File: src/rtl/pe_id_scan_ctrl_pkg.sv
// Shared definitions for the PE-array configuration sequencer:
// FSM state encoding, the all-ones "never match" tag constant and the
// layer-config validity rule (also used by the layer controller).
`ifndef NUMS_PE_ROW
`define NUMS_PE_ROW 12
`endif
`ifndef NUMS_PE_COL
`define NUMS_PE_COL 14
`endif
`ifndef XID_BITS
`define XID_BITS 5
`endif
`ifndef YID_BITS
`define YID_BITS 4
`endif

package pe_id_scan_ctrl_pkg;

  typedef enum logic [2:0] {
    ST_IDLE,
    ST_SCAN_X,
    ST_SCAN_Y,
    ST_LOAD_LN,
    ST_DONE
  } scan_state_e;

  localparam int CFG_W = 4;

  // Sliced down to XID_BITS / YID_BITS by users; all-ones never matches.
  localparam logic [31:0] TAG_ALL_ONES = 32'hFFFF_FFFF;

  // A layer config is usable when no field is zero, the used columns fit
  // and the vertically stacked sets fit in the array rows.
  function automatic logic cfg_valid(input logic [CFG_W-1:0] r,
                                     input logic [CFG_W-1:0] e,
                                     input logic [CFG_W-1:0] t,
                                     input int rows,
                                     input int cols);
    logic [2*CFG_W-1:0] rt;
    rt = {{CFG_W{1'b0}}, r} * {{CFG_W{1'b0}}, t};
    return (r != '0) && (e != '0) && (t != '0) &&
           (int'(e) <= cols) && (int'(rt) <= rows);
  endfunction

endpackage

File: src/rtl/pe_id_scan_ctrl_scan_cnt.sv
// pe_scan_cnt: PE index counter chain for the scan sequencer.
// Holds the (y, x) position of the next entry to emit plus y mod r
// (y_in_set) and y div r (set_idx), all advanced incrementally.
// In row mode x stays at 0 and only the row counters step.
module pe_scan_cnt
  import pe_id_scan_ctrl_pkg::*;
#(
  parameter int NUMS_PE_ROW = `NUMS_PE_ROW,
  parameter int NUMS_PE_COL = `NUMS_PE_COL,
  localparam int Y_W = $clog2(NUMS_PE_ROW),
  localparam int X_W = $clog2(NUMS_PE_COL)
) (
  input  logic             clk,
  input  logic             rst,
  input  logic             clr_i,
  input  logic             inc_i,
  input  logic             row_mode_i,
  input  logic [CFG_W-1:0] cfg_r_i,
  output logic [Y_W-1:0]   y_o,
  output logic [X_W-1:0]   x_o,
  output logic [CFG_W-1:0] yis_o,
  output logic [CFG_W-1:0] set_o
);

  logic [Y_W-1:0]   y_q, y_d;
  logic [X_W-1:0]   x_q, x_d;
  logic [CFG_W-1:0] yis_q, yis_d;
  logic [CFG_W-1:0] set_q, set_d;

  // Next position: x wraps into y; y_in_set wraps at r into set_idx;
  // the last row wraps everything back to the origin.
  always_comb begin
    y_d   = y_q;
    x_d   = x_q;
    yis_d = yis_q;
    set_d = set_q;
    if (clr_i) begin
      y_d   = '0;
      x_d   = '0;
      yis_d = '0;
      set_d = '0;
    end else if (inc_i) begin
      if (!row_mode_i && (x_q != X_W'(NUMS_PE_COL - 1))) begin
        x_d = x_q + 1'b1;
      end else begin
        x_d = '0;
        if (y_q == Y_W'(NUMS_PE_ROW - 1)) begin
          y_d   = '0;
          yis_d = '0;
          set_d = '0;
        end else begin
          y_d = y_q + 1'b1;
          if (yis_q == cfg_r_i - 1'b1) begin
            yis_d = '0;
            set_d = set_q + 1'b1;
          end else begin
            yis_d = yis_q + 1'b1;
          end
        end
      end
    end
  end

  // Counter state registers.
  always_ff @(posedge clk) begin
    if (rst) begin
      y_q   <= '0;
      x_q   <= '0;
      yis_q <= '0;
      set_q <= '0;
    end else begin
      y_q   <= y_d;
      x_q   <= x_d;
      yis_q <= yis_d;
      set_q <= set_d;
    end
  end

  assign y_o   = y_q;
  assign x_o   = x_q;
  assign yis_o = yis_q;
  assign set_o = set_q;

endmodule

File: src/rtl/pe_id_scan_ctrl.sv
// pe_id_scan_ctrl: per-layer PE array configuration sequencer.
// On an accepted start it shifts X tags for every PE (index 0 first),
// then Y tags for every row (row 0 first), then loads the LN links and
// the PE enable mask, and pulses done.
// Build option PE_SCAN_MASK_UNUSED_EN: inactive PEs get all-ones tags and
// a cleared enable bit; without it every PE gets computed tags and is enabled.
module pe_id_scan_ctrl
  import pe_id_scan_ctrl_pkg::*;
#(
  parameter int NUMS_PE_ROW = `NUMS_PE_ROW,
  parameter int NUMS_PE_COL = `NUMS_PE_COL,
  parameter int XID_BITS    = `XID_BITS,
  parameter int YID_BITS    = `YID_BITS
) (
  input  logic                               clk,
  input  logic                               rst,
  input  logic                               start,
  input  logic [3:0]                         cfg_r,
  input  logic [3:0]                         cfg_e,
  input  logic [3:0]                         cfg_t,
  output logic                               busy,
  output logic                               done,
  output logic                               err,
  output logic                               SET_XID,
  output logic [XID_BITS-1:0]                ifmap_XID_scan_in,
  output logic [XID_BITS-1:0]                filter_XID_scan_in,
  output logic [XID_BITS-1:0]                ipsum_XID_scan_in,
  output logic [XID_BITS-1:0]                opsum_XID_scan_in,
  output logic                               SET_YID,
  output logic [YID_BITS-1:0]                ifmap_YID_scan_in,
  output logic [YID_BITS-1:0]                filter_YID_scan_in,
  output logic [YID_BITS-1:0]                ipsum_YID_scan_in,
  output logic [YID_BITS-1:0]                opsum_YID_scan_in,
  output logic                               SET_LN,
  output logic [NUMS_PE_ROW-2:0]             LN_config_in,
  output logic [NUMS_PE_ROW*NUMS_PE_COL-1:0] PE_en
);

  localparam int Y_W  = $clog2(NUMS_PE_ROW);
  localparam int X_W  = $clog2(NUMS_PE_COL);
  localparam int PE_N = NUMS_PE_ROW * NUMS_PE_COL;

  scan_state_e state_q;
  logic [3:0]  r_q, t_q, r_eff, t_eff;
  logic [7:0]  rt;
  logic        go, cnt_zero, x_last, y_last, emit_x, emit_y;
  logic        cnt_clr, cnt_inc, row_mode;
  logic [Y_W-1:0] y_cnt;
  logic [X_W-1:0] x_cnt;
  logic [3:0]  yis_cnt, set_cnt;
  logic [XID_BITS-1:0] ifm_x, flt_x, ips_x, ops_x;
  logic [YID_BITS-1:0] ifm_y, flt_y, ips_y, ops_y;
  logic [NUMS_PE_ROW-2:0] ln_d;
  logic [PE_N-1:0] en_d;
  int ln_run;

`ifdef PE_SCAN_MASK_UNUSED_EN
  localparam logic [XID_BITS-1:0] XID_ONES = XID_BITS'(TAG_ALL_ONES);
  localparam logic [YID_BITS-1:0] YID_ONES = YID_BITS'(TAG_ALL_ONES);
  logic [3:0] e_q, e_eff;
  logic       act;
`endif

  // In IDLE the config is still on the inputs; afterwards use the latched copy.
  assign r_eff = (state_q == ST_IDLE) ? cfg_r : r_q;
  assign t_eff = (state_q == ST_IDLE) ? cfg_t : t_q;
  assign rt    = {4'd0, r_eff} * {4'd0, t_eff};

  // Sequencing decisions; the counter always points at the next entry to emit,
  // so a return to the origin means the current scan phase is exhausted.
  always_comb begin
    go       = (state_q == ST_IDLE) && start &&
               cfg_valid(cfg_r, cfg_e, cfg_t, NUMS_PE_ROW, NUMS_PE_COL);
    cnt_zero = (y_cnt == '0) && (x_cnt == '0);
    x_last   = (state_q == ST_SCAN_X) && cnt_zero;
    y_last   = (state_q == ST_SCAN_Y) && (y_cnt == '0);
    emit_x   = go || ((state_q == ST_SCAN_X) && !cnt_zero);
    emit_y   = x_last || ((state_q == ST_SCAN_Y) && !y_last);
    cnt_inc  = emit_x || emit_y;
    cnt_clr  = !cnt_inc && (state_q != ST_SCAN_X) && (state_q != ST_SCAN_Y);
    row_mode = emit_y;
  end

  pe_scan_cnt #(
    .NUMS_PE_ROW (NUMS_PE_ROW),
    .NUMS_PE_COL (NUMS_PE_COL)
  ) u_cnt (
    .clk        (clk),
    .rst        (rst),
    .clr_i      (cnt_clr),
    .inc_i      (cnt_inc),
    .row_mode_i (row_mode),
    .cfg_r_i    (r_eff),
    .y_o        (y_cnt),
    .x_o        (x_cnt),
    .yis_o      (yis_cnt),
    .set_o      (set_cnt)
  );

`ifdef PE_SCAN_MASK_UNUSED_EN
  assign e_eff = (state_q == ST_IDLE) ? cfg_e : e_q;
  assign act   = (int'(y_cnt) < int'(rt)) && (int'(x_cnt) < int'(e_eff));
`endif

  // Tag mapping for the PE (or row, with x = 0) under the counter.
  always_comb begin
    ifm_x = XID_BITS'(x_cnt) + XID_BITS'(yis_cnt);
    flt_x = '0;
    ips_x = XID_BITS'(x_cnt);
    ops_x = XID_BITS'(x_cnt);
    ifm_y = YID_BITS'(set_cnt);
    flt_y = YID_BITS'(yis_cnt);
    ips_y = YID_BITS'(set_cnt);
    ops_y = YID_BITS'(set_cnt);
`ifdef PE_SCAN_MASK_UNUSED_EN
    if (!act) begin
      ifm_x = XID_ONES;
      flt_x = XID_ONES;
      ips_x = XID_ONES;
      ops_x = XID_ONES;
      ifm_y = YID_ONES;
      flt_y = YID_ONES;
      ips_y = YID_ONES;
      ops_y = YID_ONES;
    end
`endif
  end

  // LN link i joins row i to row i+1 unless i+1 starts a new set or leaves the used rows.
  always_comb begin
    ln_d   = '0;
    ln_run = 0;
    for (int i = 0; i < NUMS_PE_ROW - 1; i++) begin
      ln_run = ln_run + 1;
      if (ln_run == int'(r_eff)) ln_run = 0;
      ln_d[i] = (ln_run != 0) && ((i + 1) < int'(rt));
    end
  end

  // PE enable mask for the current layer.
  always_comb begin
`ifdef PE_SCAN_MASK_UNUSED_EN
    en_d = '0;
    for (int yy = 0; yy < NUMS_PE_ROW; yy++) begin
      for (int xx = 0; xx < NUMS_PE_COL; xx++) begin
        en_d[yy*NUMS_PE_COL + xx] = (yy < int'(rt)) && (xx < int'(e_eff));
      end
    end
`else
    en_d = '1;
`endif
  end

  // Config latch at the accepted start; data only, never reset.
  always_ff @(posedge clk) begin
    if (go) begin
      r_q <= cfg_r;
      t_q <= cfg_t;
`ifdef PE_SCAN_MASK_UNUSED_EN
      e_q <= cfg_e;
`endif
    end
  end

  // Sequencer FSM with registered strobes, scan data and status outputs.
  always_ff @(posedge clk) begin
    if (rst) begin
      state_q            <= ST_IDLE;
      busy               <= 1'b0;
      done               <= 1'b0;
      err                <= 1'b0;
      SET_XID            <= 1'b0;
      SET_YID            <= 1'b0;
      SET_LN             <= 1'b0;
      ifmap_XID_scan_in  <= '0;
      filter_XID_scan_in <= '0;
      ipsum_XID_scan_in  <= '0;
      opsum_XID_scan_in  <= '0;
      ifmap_YID_scan_in  <= '0;
      filter_YID_scan_in <= '0;
      ipsum_YID_scan_in  <= '0;
      opsum_YID_scan_in  <= '0;
      LN_config_in       <= '0;
      PE_en              <= '0;
    end else begin
      done               <= 1'b0;
      err                <= 1'b0;
      SET_LN             <= 1'b0;
      SET_XID            <= emit_x;
      SET_YID            <= emit_y;
      ifmap_XID_scan_in  <= emit_x ? ifm_x : '0;
      filter_XID_scan_in <= emit_x ? flt_x : '0;
      ipsum_XID_scan_in  <= emit_x ? ips_x : '0;
      opsum_XID_scan_in  <= emit_x ? ops_x : '0;
      ifmap_YID_scan_in  <= emit_y ? ifm_y : '0;
      filter_YID_scan_in <= emit_y ? flt_y : '0;
      ipsum_YID_scan_in  <= emit_y ? ips_y : '0;
      opsum_YID_scan_in  <= emit_y ? ops_y : '0;
      case (state_q)
        ST_IDLE: begin
          if (go) begin
            state_q <= ST_SCAN_X;
            busy    <= 1'b1;
          end else if (start) begin
            err <= 1'b1;
          end
        end
        ST_SCAN_X: if (x_last) state_q <= ST_SCAN_Y;
        ST_SCAN_Y: begin
          if (y_last) begin
            state_q      <= ST_LOAD_LN;
            SET_LN       <= 1'b1;
            LN_config_in <= ln_d;
            PE_en        <= en_d;
          end
        end
        ST_LOAD_LN: begin
          state_q <= ST_DONE;
          done    <= 1'b1;
        end
        ST_DONE: begin
          state_q <= ST_IDLE;
          busy    <= 1'b0;
        end
        default: state_q <= ST_IDLE;
      endcase
    end
  end

endmodule

File: config.mk
export PLATFORM = sky130hd
export DESIGN_NAME = pe_id_scan_ctrl
export DESIGN_NICKNAME = d
export VERILOG_FILES = /design/src/rtl/pe_id_scan_ctrl_pkg.sv /design/src/rtl/pe_id_scan_ctrl_scan_cnt.sv /design/src/rtl/pe_id_scan_ctrl.sv
export SDC_FILE = /design/constraint.sdc
export NUM_CORES = 1
export LEC_CHECK = 0
export BUFFER_PORTS_ARGS = -buffer_cell sky130_fd_sc_hd__buf_2
export CAP_MARGIN = 20
export CELL_PAD_IN_SITES_DETAIL_PLACEMENT = 1
export CELL_PAD_IN_SITES_GLOBAL_PLACEMENT = 1
export CORE_MARGIN = 2
export CORE_UTILIZATION = 35
export DETAILED_ROUTE_END_ITERATION = 8
export PLACE_DENSITY = 0.89
export SYNTH_ARGS = -nofsm -noshare
export SYNTH_HDL_FRONTEND = slang
export SYNTH_SLANG_ARGS = --single-unit
File: constraint.sdc
create_clock -name clk -period 16.6 [get_ports clk]
set_clock_uncertainty 0.2 [all_clocks]
set_input_delay 1.66 -clock clk [delete_from_list [all_inputs] [get_ports clk]]
set_output_delay 1.66 -clock clk [all_outputs]
set_load 0.05 [all_outputs]
### Word level (Yosys, flattened, before mapping)

Cells that the tools add are included.

| storage, ports and cells | value |
|---|---|
| logic and storage cells | 168 |
| bits of input ports | 15 |
| output and inout port bits | 221 |
| flip-flop bits (word level) | 63 |

| operators by class | value |
|---|---|
| multiply operators | 2 |
| order comparisons | 13 |
| multiplexer cells | 28 |
| eq/ne operators | 23 |
| bitwise operators | 5 |
| reduce and logical (&&, ||, !) cells | 61 |
| add/sub/neg operators | 16 |

Operators by type and width:

| cell | count |
|---|---|
| nonzero test 32 bit | 11 |
| adder 32 x 2 -> 32 bit (second input constant) | 10 |
| equality test 32 x 5 -> 1 bit | 10 |
| 2-to-1 mux 32 bit | 10 |
| less-than comparator 3 x 8 -> 1 bit (first input constant) | 4 |
| less-than comparator 4 x 8 -> 1 bit (first input constant) | 4 |
| 2-to-1 mux 4 bit | 8 |
| logical AND 1 bit | 25 |
| adder 4 x 1 -> 4 bit (second input constant) | 4 |
| less-than comparator 2 x 8 -> 1 bit (first input constant) | 2 |
| multiplier 4 x 4 -> 8 bit | 2 |
| case mux 3 bit (4 select lines) | 1 |
| nonzero test 4 bit | 3 |
| 2-to-1 mux 3 bit | 3 |
| less-or-equal comparator 8 x 4 -> 1 bit (second input constant) | 1 |
| logical NOT 4 bit | 2 |
| less-than comparator 1 x 8 -> 1 bit (first input constant) | 1 |
| OR reduction 2 bit | 4 |
| equality test 3 x 2 -> 1 bit (second input constant) | 2 |
| inequality test 2 bit (second input constant) | 3 |
| AND reduction 2 bit | 3 |
| AND reduction 3 bit | 2 |
| adder 4 x 4 -> 5 bit | 1 |
| 2-to-1 mux 1 bit | 5 |
| other kinds (17) | 27 |

### Depth between registers and ports, before layout

| depth | value |
|---|---|
| word-level depth | 36 |
| mapped depth | 81 |

### By module

A second synthesis with hierarchy kept.

| second synthesis, totals | value |
|---|---|
| cell total of the unflattened synthesis | 929 |
| area, all modules | 7,394.6 µm² |

By module, submodules not included:

| module | area each (µm²) | instances | cells an instance |
|---|---|---|---|
| pe_id_scan_ctrl | 6,532.5 | 1 | 824 |
| pe_scan_cnt | 862.1 | 1 | 105 |

### Least setup slack after synthesis

OpenSTA, ideal clock, no wires.

| path | value |
|---|---|
| path kind | input -> register |
| start point | input port cfg_r[0] |
| end point | register LN_config_in[10] |
| library setup time | 0.120 ns |
| cell stages on the path | 73 |
| buffers on the path | 6 |
| path slack | 1.041 ns |
| arrival time | 15.239 ns |
| cell sequence | clkbuf_1 > mux2i_1 > clkbuf_1 > inv_1 > clkbuf_1 > ha_1 > o21ai_1 > ha_1 > nand2_1 > ha_1 > xor2_1 > a2111oi_2 > o2bb2ai_1 > or2_1 > nand2_1 > inv_1 > ha_1 > inv_1 > (+37 left out) > o311ai_0 > nor4_1 > o211ai_1 > nor2_1 > nor2_1 > inv_1 > ha_1 > xnor2_1 > or4_1 > o2bb2ai_1 > and3_4 > or2_4 > ha_1 > xnor2_1 > nor2_1 > o31a_1 > a31oi_1 > a211o_1 |

| on the way | value |
|---|---|
| word-level cells in the longest chain between the ends | 35 |

Ends and longest elaborated chain:

| element | line | source |
|---|---|---|
| start, declared | pe_id_scan_ctrl.sv:18 | `input logic [3:0] cfg_r,` |
| 2-to-1 mux 4 bit * | pe_id_scan_ctrl.sv:65 | `assign r_eff = (state_q == ST_IDLE) ? cfg_r : r_q;` |
| equality test 2 x 4 -> 1 bit | pe_id_scan_ctrl.sv:135 | `if (ln_run == int'(r_eff)) ln_run = 0;` |
| 2-to-1 mux 1 bit | pe_id_scan_ctrl.sv:135 |  |
| adder 32 x 2 -> 32 bit | pe_id_scan_ctrl.sv:134 | `ln_run = ln_run + 1;` |
| equality test 32 x 5 -> 1 bit | pe_id_scan_ctrl.sv:135 |  |
| 2-to-1 mux 32 bit | pe_id_scan_ctrl.sv:135 |  |
| adder 32 x 2 -> 32 bit | pe_id_scan_ctrl.sv:134 |  |
| equality test 32 x 5 -> 1 bit | pe_id_scan_ctrl.sv:135 |  |
| (+19 left out) | - |  |
| adder 32 x 2 -> 32 bit | pe_id_scan_ctrl.sv:134 |  |
| equality test 32 x 5 -> 1 bit | pe_id_scan_ctrl.sv:135 |  |
| 2-to-1 mux 32 bit | pe_id_scan_ctrl.sv:135 |  |
| adder 32 x 2 -> 32 bit | pe_id_scan_ctrl.sv:134 |  |
| equality test 32 x 5 -> 1 bit | pe_id_scan_ctrl.sv:135 |  |
| 2-to-1 mux 32 bit | pe_id_scan_ctrl.sv:135 |  |
| nonzero test 32 bit | pe_id_scan_ctrl.sv:136 | `ln_d[i] = (ln_run != 0) && ((i + 1) < int'(rt));` |
| logical AND 1 bit * | pe_id_scan_ctrl.sv:136 |  |
| end signal, assigned | pe_id_scan_ctrl.sv:213 | `LN_config_in <= ln_d;` |
| end, declared | pe_id_scan_ctrl.sv:35 | `output logic [NUMS_PE_ROW-2:0] LN_config_in,` |

Mark *: on every way between the ends. The rest lies on a longest branch, timed or not.
A chain may end at the register's enable or synchronous reset.

### Final worst setup path

Ends and elaborated chain as after synthesis.

==> results.ini <==
[status]
status = finished clean

[grt]
grt_use_met1_pct = 21.70
grt_pass1_wl_um = 36090
antenna_found_initial = 0
overflow = 0
use_met3_pct = 2.835
grt_usage_pct = 18.47
grt_pass1_vias = 7027
grt_max_degree = 170
grt_use_met2_pct = 33.42
busiest_layer = met2

[worst_setup_path]
worstSetupStartpointType = primary input
cp_max_fo = 12
cp.required_ns = 16.62
r2r_slack_ns = 1.18
crit_path_max_incr_delay_ns = 0.56
critPathKind = in2reg
worstSetupEndpointType = register
cp_common_cell = ha_1
cpMaxStageDelayCell = or4_1
critPathArrivalTime_ns = 15.86

[clock_network]
numCtsBuffers = 9
ctsHtreeMaxLevel = 3
ctsRootBufferMaster = clkbuf_16
clock_sinks = 62
clk_latency_ns = 0.33
cts_buffer_depth = 2
path_clk_slew_ns = 0.06
cts_tree = built

[cells_and_area]
regArea_sq_um = 1325
syn_to_final_growth_pct = 6.274
nNetsFinal = 1121
multi_input_area_sq_um = 4806
layout_common_cells = buf_2, nor2_1, nand2_1
n_fill_cell = 2716
drive_above_1_share_pct = 31.04
diodes = 0
layout_commonest_cell = buf_2

[detailed_routing]
via_per_inst = 5.353
wirelength_um = 22830
vias = 7104
drc = 0
first_pass_iters = 4
ant_nets = 0
wl_per_cell_um = 17.20
drtIter0Drc = 412

[placed_design]
gp_congestion = 0.9278
port_buffers = 228
dp_hpwl_um = 17090
post-place-ws_ns = -0.2874

[synthesis]
ys_types = 99
yosysWarnings = 0
synthCells = 996
avgSynthCellArea_sq_um = 7.829
synth-async-reset-ratio_pct = 0
synth_edf_count = 8
ys_ff_latch = 62
synth.cell_area_sq_um = 7797
synth_flop_cell = dfxtp_1
seq_area_frac_synth_pct = 16.94

[timing]
timing.final.crit_period_ns = 15.84
maxSlewViolCount = 0
slew_headroom_pct = 44.93
max_freq_ghz = 0.06312
setup_viol = 0
tightest_slew_ns = 0.8198
timing.final.ws_setup_ns = 0.7582
finalCritPeriodShare_pct = 95.43
hold_viol = 0

[floorplanning]
pin_count = 236
die-area_sq_um = 23490
die_width_um = 153.3
die-height_um = 153.3
start_util_pct = 35.73
core_sq_um = 21820
rows = 54

[run]
cap_violations = 0

[hold_path]
hold_class = reg2reg

cell type report:
cell class | instances | share of cell area [%]
Sequential cell | 62 | 15.99
Tap cell | 280 | 4.228
Clock buffer | 13 | 3.518
Timing Repair Buffer | 243 | 15.37
Inverter | 58 | 2.627
Clock inverter | 3 | 0.2718
Multi-Input combinational cell | 668 | 57.99
kinds of logic (layout without fill, tap and decap cells):
family	count (synthesis)	after routing	share of synthesized area (%)
flip-flops	62	62	16.94
other	1	7	0.04809
AO/OA/AOI/OAI	211	211	19.79
adder cells (fa/ha/maj)	64	64	11.14
AND/OR/NAND/NOR	334	334	22.29
multiplexers	16	16	2.311
buffers and inverters	272	317	22.56
XOR/XNOR	36	36	4.926
worst paths after layout:
kind                    from          endpoint  cells past startpoint
min          LN_config_in[0]   LN_config_in[0]                      2
max                 cfg_r[0]  LN_config_in[10]                     69
min reg2reg  LN_config_in[0]   LN_config_in[0]                      2
max reg2reg       state_q[2]  LN_config_in[10]                     69
critical path, delay by kind of cell:
family | cells | cell delay (ns)
AO/OA/AOI/OAI | 22 | 4.56
XOR/XNOR | 5 | 0.84
adder cells (fa/ha/maj) | 10 | 3.02
buffers and inverters | 11 | 1.44
multiplexers | 1 | 0.20
AND/OR/NAND/NOR | 20 | 4.09
what timing repair did:
item                                   4_1_cts  5_1_grt
buffers inserted                             0        5
gates resized for setup                      0       14
setup endpoints to repair                    1        2
pin swaps                                    1        4
endpoints found under the hold margin        0        0
hold buffers                                 0        0
per-layer routing:
metal | routed length (um) | vias up
met2 | 11370 | 265
li1 | - | 3383
met1 | 9266 | 3395
met5 | 0 | -
met4 | 724 | 0
met3 | 1465 | 61
cell usage after synthesis (all sizes together) (7+ instances only):
| cell | count | share of area, % |
|---|---|---|
| buf | 198 | 19 |
| nor2 | 86 | 4.3 |
| nand2 | 77 | 3.8 |
| inv | 58 | 2.8 |
| a21oi | 56 | 3.8 |
| ha | 55 | 8.8 |
| dfxtp | 54 | 14 |
| o21ai | 39 | 2.5 |
| nor3 | 36 | 2.7 |
| and2 | 28 | 2.2 |
| nand3 | 20 | 1.3 |
| or2 | 17 | 1.4 |
| xnor2 | 17 | 1.9 |
| clkbuf | 16 | 0.77 |
| xor2 | 14 | 1.6 |
| mux2i | 13 | 1.9 |
| nand2b | 13 | 1.0 |
| a21o | 12 | 1.2 |
| nand4 | 11 | 0.88 |
| o211ai | 11 | 1.1 |
| a31oi | 10 | 0.80 |
| fa | 9 | 2.3 |
| edfxtp | 8 | 3.1 |
| or3 | 8 | 0.71 |
| a211o | 7 | 0.79 |
| and3 | 7 | 0.63 |
sequential cells by signal (all words and copies together), names as in the netlist, 3 cells and up:
name                flops
u_cnt.yis_o             4
u_cnt.y_o               4
LN_config_in           11
opsum_XID_scan_in       4
ifmap_XID_scan_in       5
opsum_YID_scan_in       4
t_q                     4
r_q                     4
filter_YID_scan_in      4
state_q                 3
u_cnt.x_o               4
u_cnt.set_o             4
metrics by stage:
stage	cells	instance area [sq um]	hold WS, ns	setup TNS (ns)	util, %
after global placement	1305	7841	0.2403	0	35.93
after floorplan	1002	7820	0.2504	0	-
after global routing	1327	8287	0.2938	-0.05426	37.97
after CTS	1321	8155	0.2603	0	37.37
after detailed placement	1305	7841	0.2528	-0.2874	35.93
final	1327	8287	0.2565	0	37.97
Power is left out: the tool's default activity adds up to more than one toggle a clock period on the data nets, which glitch-free logic cannot reach.
